## src/rtl/seg_scan_mux_if.sv

```systemverilog
// rtl/seg_scan_mux_if.sv - digit code inputs and scanned display outputs of seg_scan_mux
// blink_mask exists only when SEG_SCAN_BLINK_EN is defined.
interface seg_scan_mux_if;
    logic       en;
    logic [6:0] sig_digi0;
    logic [6:0] sig_digi1;
    logic [6:0] sig_digi2;
    logic [6:0] minute_digi0;
    logic [6:0] minute_digi1;
    logic [6:0] hour_digi0;
    logic [6:0] hour_digi1;
`ifdef SEG_SCAN_BLINK_EN
    logic [6:0] blink_mask;
`endif
    logic [6:0] seg;
    logic [6:0] dig_sel;
    logic       frame_done;

    modport master (
`ifdef SEG_SCAN_BLINK_EN
        output blink_mask,
`endif
        output en, sig_digi0, sig_digi1, sig_digi2,
        output minute_digi0, minute_digi1, hour_digi0, hour_digi1,
        input  seg, dig_sel, frame_done
    );

    modport slave (
`ifdef SEG_SCAN_BLINK_EN
        input  blink_mask,
`endif
        input  en, sig_digi0, sig_digi1, sig_digi2,
        input  minute_digi0, minute_digi1, hour_digi0, hour_digi1,
        output seg, dig_sel, frame_done
    );
endinterface

```

## src/rtl/seg_scan_mux.sv

```systemverilog
// rtl/seg_scan_mux.sv - time-multiplexed 7-digit 7-segment scanner with blanking gaps
// Optional digit blinking is enabled by defining SEG_SCAN_BLINK_EN.
module seg_scan_mux #(
    parameter int DWELL        = 1000,
    parameter int BLANK        = 16,
    parameter int BLINK_FRAMES = 64
) (
    input  logic         clk,
    input  logic         rst,
    seg_scan_mux_if.slave bus
);
    localparam int MAXC = (DWELL > BLANK) ? DWELL : BLANK;
    localparam int CW   = (MAXC > 1) ? $clog2(MAXC) : 1;

    if (DWELL < 1 || BLANK < 1 || BLINK_FRAMES < 1) begin : g_bad_param
        $error("seg_scan_mux: DWELL, BLANK and BLINK_FRAMES must be at least 1");
    end

    typedef enum logic {S_BLANK, S_SHOW} state_t;

    state_t        state, state_d;
    logic [2:0]    idx, idx_d;
    logic [CW-1:0] cnt, cnt_d;
    logic          wrap;
    logic          snap_now;
    logic [6:0]    snap [7];
    logic [6:0]    code_live, code_snap;
    logic [6:0]    seg_d, dig_sel_d;
    logic          blink_off;

    always_ff @(posedge clk) begin
        if (rst) begin
            state          <= S_BLANK;
            idx            <= 3'd0;
            cnt            <= '0;
            bus.seg        <= 7'd0;
            bus.dig_sel    <= 7'd0;
            bus.frame_done <= 1'b0;
            for (int i = 0; i < 7; i++) snap[i] <= 7'd0;
        end else begin
            state          <= state_d;
            idx            <= idx_d;
            cnt            <= cnt_d;
            bus.seg        <= seg_d;
            bus.dig_sel    <= dig_sel_d;
            bus.frame_done <= wrap;
            if (snap_now) begin
                snap[0] <= bus.sig_digi0;
                snap[1] <= bus.sig_digi1;
                snap[2] <= bus.sig_digi2;
                snap[3] <= bus.minute_digi0;
                snap[4] <= bus.minute_digi1;
                snap[5] <= bus.hour_digi0;
                snap[6] <= bus.hour_digi1;
            end
        end
    end

    // en low overrides any phase-end advance on the same edge.
    always_comb begin
        state_d  = state;
        idx_d    = idx;
        cnt_d    = cnt;
        wrap     = 1'b0;
        snap_now = 1'b0;
        if (!bus.en) begin
            state_d = S_BLANK;
            idx_d   = 3'd0;
            cnt_d   = '0;
        end else begin
            case (state)
                S_BLANK: begin
                    if (cnt == CW'(BLANK - 1)) begin
                        state_d  = S_SHOW;
                        cnt_d    = '0;
                        snap_now = (idx == 3'd0);
                    end else begin
                        cnt_d = cnt + CW'(1);
                    end
                end
                S_SHOW: begin
                    if (cnt == CW'(DWELL - 1)) begin
                        state_d = S_BLANK;
                        cnt_d   = '0;
                        if (idx == 3'd6) begin
                            idx_d = 3'd0;
                            wrap  = 1'b1;
                        end else begin
                            idx_d = idx + 3'd1;
                        end
                    end else begin
                        cnt_d = cnt + CW'(1);
                    end
                end
                default: begin
                    state_d = S_BLANK;
                    cnt_d   = '0;
                end
            endcase
        end
    end

    always_comb begin
        code_live = 7'd0;
        code_snap = 7'd0;
        case (idx_d)
            3'd0: begin code_live = bus.sig_digi0;    code_snap = snap[0]; end
            3'd1: begin code_live = bus.sig_digi1;    code_snap = snap[1]; end
            3'd2: begin code_live = bus.sig_digi2;    code_snap = snap[2]; end
            3'd3: begin code_live = bus.minute_digi0; code_snap = snap[3]; end
            3'd4: begin code_live = bus.minute_digi1; code_snap = snap[4]; end
            3'd5: begin code_live = bus.hour_digi0;   code_snap = snap[5]; end
            3'd6: begin code_live = bus.hour_digi1;   code_snap = snap[6]; end
            default: ;
        endcase
    end

`ifdef SEG_SCAN_BLINK_EN
    localparam int FW = (BLINK_FRAMES > 1) ? $clog2(BLINK_FRAMES) : 1;

    logic [FW-1:0] fcnt;
    logic          phase;
    logic [6:0]    mask_q;
    logic [6:0]    mask_now;

    always_ff @(posedge clk) begin
        if (rst || !bus.en) begin
            fcnt   <= '0;
            phase  <= 1'b0;
        end else if (wrap) begin
            if (fcnt == FW'(BLINK_FRAMES - 1)) begin
                fcnt  <= '0;
                phase <= ~phase;
            end else begin
                fcnt <= fcnt + FW'(1);
            end
        end
        if (rst) begin
            mask_q <= 7'd0;
        end else if (snap_now) begin
            mask_q <= bus.blink_mask;
        end
    end

    always_comb begin
        mask_now  = snap_now ? bus.blink_mask : mask_q;
        blink_off = phase && mask_now[idx_d];
    end
`else
    always_comb blink_off = 1'b0;
`endif

    // idx 0 shows the live inputs on the snapshot edge so there is no extra frame of latency.
    always_comb begin
        seg_d     = 7'd0;
        dig_sel_d = 7'd0;
        if (state_d == S_SHOW) begin
            dig_sel_d = 7'(1) << idx_d;
            if (!blink_off) seg_d = snap_now ? code_live : code_snap;
        end
    end
endmodule

```

## src/flat_wrapper.sv

```systemverilog
// flat-port wrapper written by rule: the top's interface ports become plain ports
module seg_scan_mux_flat 
#(
    parameter int DWELL        = 1000,
    parameter int BLANK        = 16,
    parameter int BLINK_FRAMES = 64
)
  (clk, rst, bus_en, bus_sig_digi0, bus_sig_digi1, bus_sig_digi2, bus_minute_digi0, bus_minute_digi1, bus_hour_digi0, bus_hour_digi1, bus_seg, bus_dig_sel, bus_frame_done);
  seg_scan_mux_if bus_i ();
  input  logic clk;
  input  logic rst;
  input wire logic [$bits(bus_i.en)-1:0] bus_en;
  input wire logic [$bits(bus_i.sig_digi0)-1:0] bus_sig_digi0;
  input wire logic [$bits(bus_i.sig_digi1)-1:0] bus_sig_digi1;
  input wire logic [$bits(bus_i.sig_digi2)-1:0] bus_sig_digi2;
  input wire logic [$bits(bus_i.minute_digi0)-1:0] bus_minute_digi0;
  input wire logic [$bits(bus_i.minute_digi1)-1:0] bus_minute_digi1;
  input wire logic [$bits(bus_i.hour_digi0)-1:0] bus_hour_digi0;
  input wire logic [$bits(bus_i.hour_digi1)-1:0] bus_hour_digi1;
  output wire logic [$bits(bus_i.seg)-1:0] bus_seg;
  output wire logic [$bits(bus_i.dig_sel)-1:0] bus_dig_sel;
  output wire logic [$bits(bus_i.frame_done)-1:0] bus_frame_done;
  assign bus_i.en = bus_en;
  assign bus_i.sig_digi0 = bus_sig_digi0;
  assign bus_i.sig_digi1 = bus_sig_digi1;
  assign bus_i.sig_digi2 = bus_sig_digi2;
  assign bus_i.minute_digi0 = bus_minute_digi0;
  assign bus_i.minute_digi1 = bus_minute_digi1;
  assign bus_i.hour_digi0 = bus_hour_digi0;
  assign bus_i.hour_digi1 = bus_hour_digi1;
  assign bus_seg = bus_i.seg;
  assign bus_dig_sel = bus_i.dig_sel;
  assign bus_frame_done = bus_i.frame_done;
  seg_scan_mux #(.DWELL(DWELL), .BLANK(BLANK), .BLINK_FRAMES(BLINK_FRAMES)) u_core (.clk(clk), .rst(rst), .bus(bus_i));
endmodule
```

## config.mk

```make
export PLATFORM = sky130hd
export DESIGN_NAME = seg_scan_mux_flat
export DESIGN_NICKNAME = d
export VERILOG_FILES = /design/src/rtl/seg_scan_mux_if.sv /design/src/rtl/seg_scan_mux.sv /design/src/flat_wrapper.sv
export SDC_FILE = /design/constraint.sdc
export NUM_CORES = 1
export LEC_CHECK = 0
export CAP_MARGIN = 15
export CELL_PAD_IN_SITES_DETAIL_PLACEMENT = 1
export CELL_PAD_IN_SITES_GLOBAL_PLACEMENT = 1
export CORE_MARGIN = 2
export CORE_UTILIZATION = 39
export CTS_BUF_LIST = sky130_fd_sc_hd__clkbuf_4 sky130_fd_sc_hd__clkbuf_8
export DETAILED_ROUTE_END_ITERATION = 12
export GPL_TIMING_DRIVEN = 0
export MAX_ROUTING_LAYER = met4
export PLACE_DENSITY_LB_ADDON = 0.3
export SETUP_SLACK_MARGIN = 0.02
export SYNTH_ARGS = -nofsm -noshare
export SYNTH_HDL_FRONTEND = slang
export SYNTH_SLANG_ARGS = --single-unit
```

## constraint.sdc

```tcl
create_clock -name clk -period 4.45 [get_ports clk]
set_input_delay 1.335 -clock clk [delete_from_list [all_inputs] [get_ports clk]]
set_output_delay 1.335 -clock clk [all_outputs]
set_load 0.03 [all_outputs]
```

==> out/results.tsv <==
metric	value	unit
CP endpoint kind	flip-flop	
Syn Nets	377	
Switching Fraction	23.0	%
worst hold path type	flip-flop to flip-flop	
initial antenna violation count	0	
Clock Tree Buf Depth	2	
H-tree depth	3	
GR Util All Layers	21.4	%
Pre-antenna DRT Iters	4	
share of cells above drive strength 1	12.1	%
CTS tree	built	
post-synthesis mux area share	3.33	%
Net Sw Power	330	µW
status	finished clean	
EDFF count, synth	49	
Max Slew Vio Count	0	
Hold Vio Cnt, Final	0	
Synth Area in Compound Gates	12.9	%
full die area	0.0102	mm²
area of the mapped netlist	0.00369	mm²
Mapped Cells	324	
Pwr Total	1440	µW
DR vias/cell	5.54	
number of I/O pins	67	
VDD IR-drop max	0.146	mV
WS Path Type	primary input to flip-flop	
clk_skew	0.0130	ns
FF+latch count, synth	78	
total power divided by cell area	305	mW/mm²
critical path required time	4.51	ns
most frequent cells in the layout	65 x clkdlybuf4s50_1, 49 x edfxtp_1, 43 x and2_1	
Initial Util	40.1	%
Worst-Skew Late Latency	0.37	ns
crit start category	primary input	
Hold WS	0.456	ns
DR iter-0 viols	123	
Top FF cell, synth	edfxtp_1	
Placement Setup Slack	0.866	ns
max_cap viols	0	
synthesized area per cell	11.4	µm²
DIE WIDTH	101	µm
CP Max Fanout	39	
Final period util	72.4	%
largest family of logic cells by synthesized area	simple AND/OR/NAND/NOR gates	
Layout fillers	1008	
FP Rows	35	
Seq/Total Area, Yosys	55.6	%
Post-Synth Simple-Gate Area	22.5	%
standby leakage power	0.00167	µW
final WL	9870	µm
CTS Sinks	78	
Buffers on Ports	65	
Die Span Y	101	µm
final setup fails	0	
worst path arrival time	3.28	ns
Distinct cells, synth	53	
first-pass GRT wire length	15800	µm
largest net degree at the start of global routing	40	
Max Clk Rate	310	MHz
post-cts sizing count	0	
Reg clk slew, reported paths	0.08	ns
setup bufs post-CTS	0	
Adder-Cell Fraction of Synth Area	0.339	%
combinational share of power	5.5	%
final non-filler cell total	517	
gr ovfl total	0	
Routed wire per std cell	19.1	µm
Slew HR	55.3	%
Root Driver	clkbuf_8	
RSZ-0062 raised after global routing	no	
Synth Warn #	0	
commonest non-fill, non-tap cell in the layout	clkdlybuf4s50_1	
Net count, final	454	
setup ws final	1.23	ns
GP Congestion	0.940	
worst-margin pin slew	0.665	ns
dpl cells	501	
CTS Buf Count	9	
hold buffer count at CTS	0	
Vias	2865	
Post-Synth XOR/XNOR Area	2.14	%
CORE AREA	0.00920	mm²
Final ANT Viol Nets	0	
vias in the first global route	3004	
Post-synth ARST share	0	%
antenna fix cells	0	
Reg power frac	55.1	%
Int Power	1110	µW
clock power share	39.4	%
DR DRC count	0	
Tmin final	3.22	ns
area grow syn2layout	27.7	%
post-DP HPWL	7320	µm
path summary, 6_finish.rpt:
kind,slack [ns],end,start,cells past startpoint
worst max-delay path,1.23,u_core.snap[0][9]$_SDFFCE_PN0P_,bus_en,8
worst min-delay path,0.46,u_core.cnt[0]$_SDFF_PP0_,u_core.cnt[0]$_SDFF_PP0_,1
worst max register to register,1.89,u_core.snap[0][9]$_SDFFCE_PN0P_,u_core.cnt[0]$_SDFF_PP0_,7
worst min register to register,0.46,u_core.cnt[0]$_SDFF_PP0_,u_core.cnt[0]$_SDFF_PP0_,1
synthesized netlist by cell type, drive strengths merged, types with 9 or more instances:
cell / count / area [µm²]
edfxtp: 49 / 1470
and2: 44 / 275
dfxtp: 29 / 581
nor2: 18 / 75.1
nand2: 17 / 63.8
a21oi: 15 / 75.1
nor2b: 14 / 87.6
buf: 13 / 73.8
a32oi: 10 / 87.6
and3: 10 / 62.6
mux2: 10 / 113
a211oi: 9 / 77.6
nand3: 9 / 57.6
routing by layer:
metal	GRT usage, %	up-vias	part of all wire [%]
li1	-	1359	-
met1	25.3	1420	43
met2	35.7	70	51
met3	4.83	16	4.1
met4	7.69	0	2.3
met5	-	-	0
power by group through the flow:
stage | Sequential [µW] | Clock (µW) | Combinational, µW
after global routing | 794 | 608 | 86.1
final | 791 | 565 | 79.5
after detailed placement | 808 | 0 | 80.4
after CTS | 792 | 577 | 80.7
after floorplan | 806 | 0 | 24.4
after global placement | 809 | 0 | 76.0
final cells by class:
| cell class | count | area, µm² | area share [%] |
|---|---|---|---|
| Sequential cell | 78 | 2050 | 43.6 |
| Clock inverter | 7 | 85.1 | 1.81 |
| Clock buffer | 9 | 124 | 2.63 |
| Inverter | 4 | 15.0 | 0.319 |
| Timing Repair Buffer | 66 | 671 | 14.2 |
| Buffer | 21 | 104 | 2.21 |
| Tap cell | 111 | 139 | 2.95 |
| Multi-Input combinational cell | 221 | 1520 | 32.3 |
through the flow:
stage | util (%) | setup TNS [ns] | area [µm²]
after global placement | 48.7 | -12.35 | 4480
after CTS | 51.2 | 0 | 4710
final | 51.2 | 0 | 4710
after global routing | 51.2 | 0 | 4710
after detailed placement | 48.9 | 0 | 4500
after floorplan | - | 0 | 3690
critical path: stages:
cell	delay, ns
buf_2	0.17
nor2b_1	0.15
clkbuf_1	0.38
nand2_1	0.20
or2_1	0.26
buf_2	0.20
nand2b_2	0.28
buf_12	0.27
state kept, by name, summed over array words and instances, names as in the netlist:
signal / cells
u_core.bus.dig_sel: 7
u_core.snap: 49
u_core.bus.seg: 7
u_core.cnt: 10
u_core.bus.frame_done: 1
u_core.state: 1
u_core.idx: 3
cell families (layout without fill, tap and decap cells):
logic type	after synthesis	count (layout)
muxes	11	11
xor gates and xnor gates	9	9
DFF	78	78
adders and majority gates	1	1
AOI/OAI and AO/OA	61	61
and+or+nand+nor	139	139
buffers and inverters	25	107
Note: power is estimated with default switching activity, not from simulation.
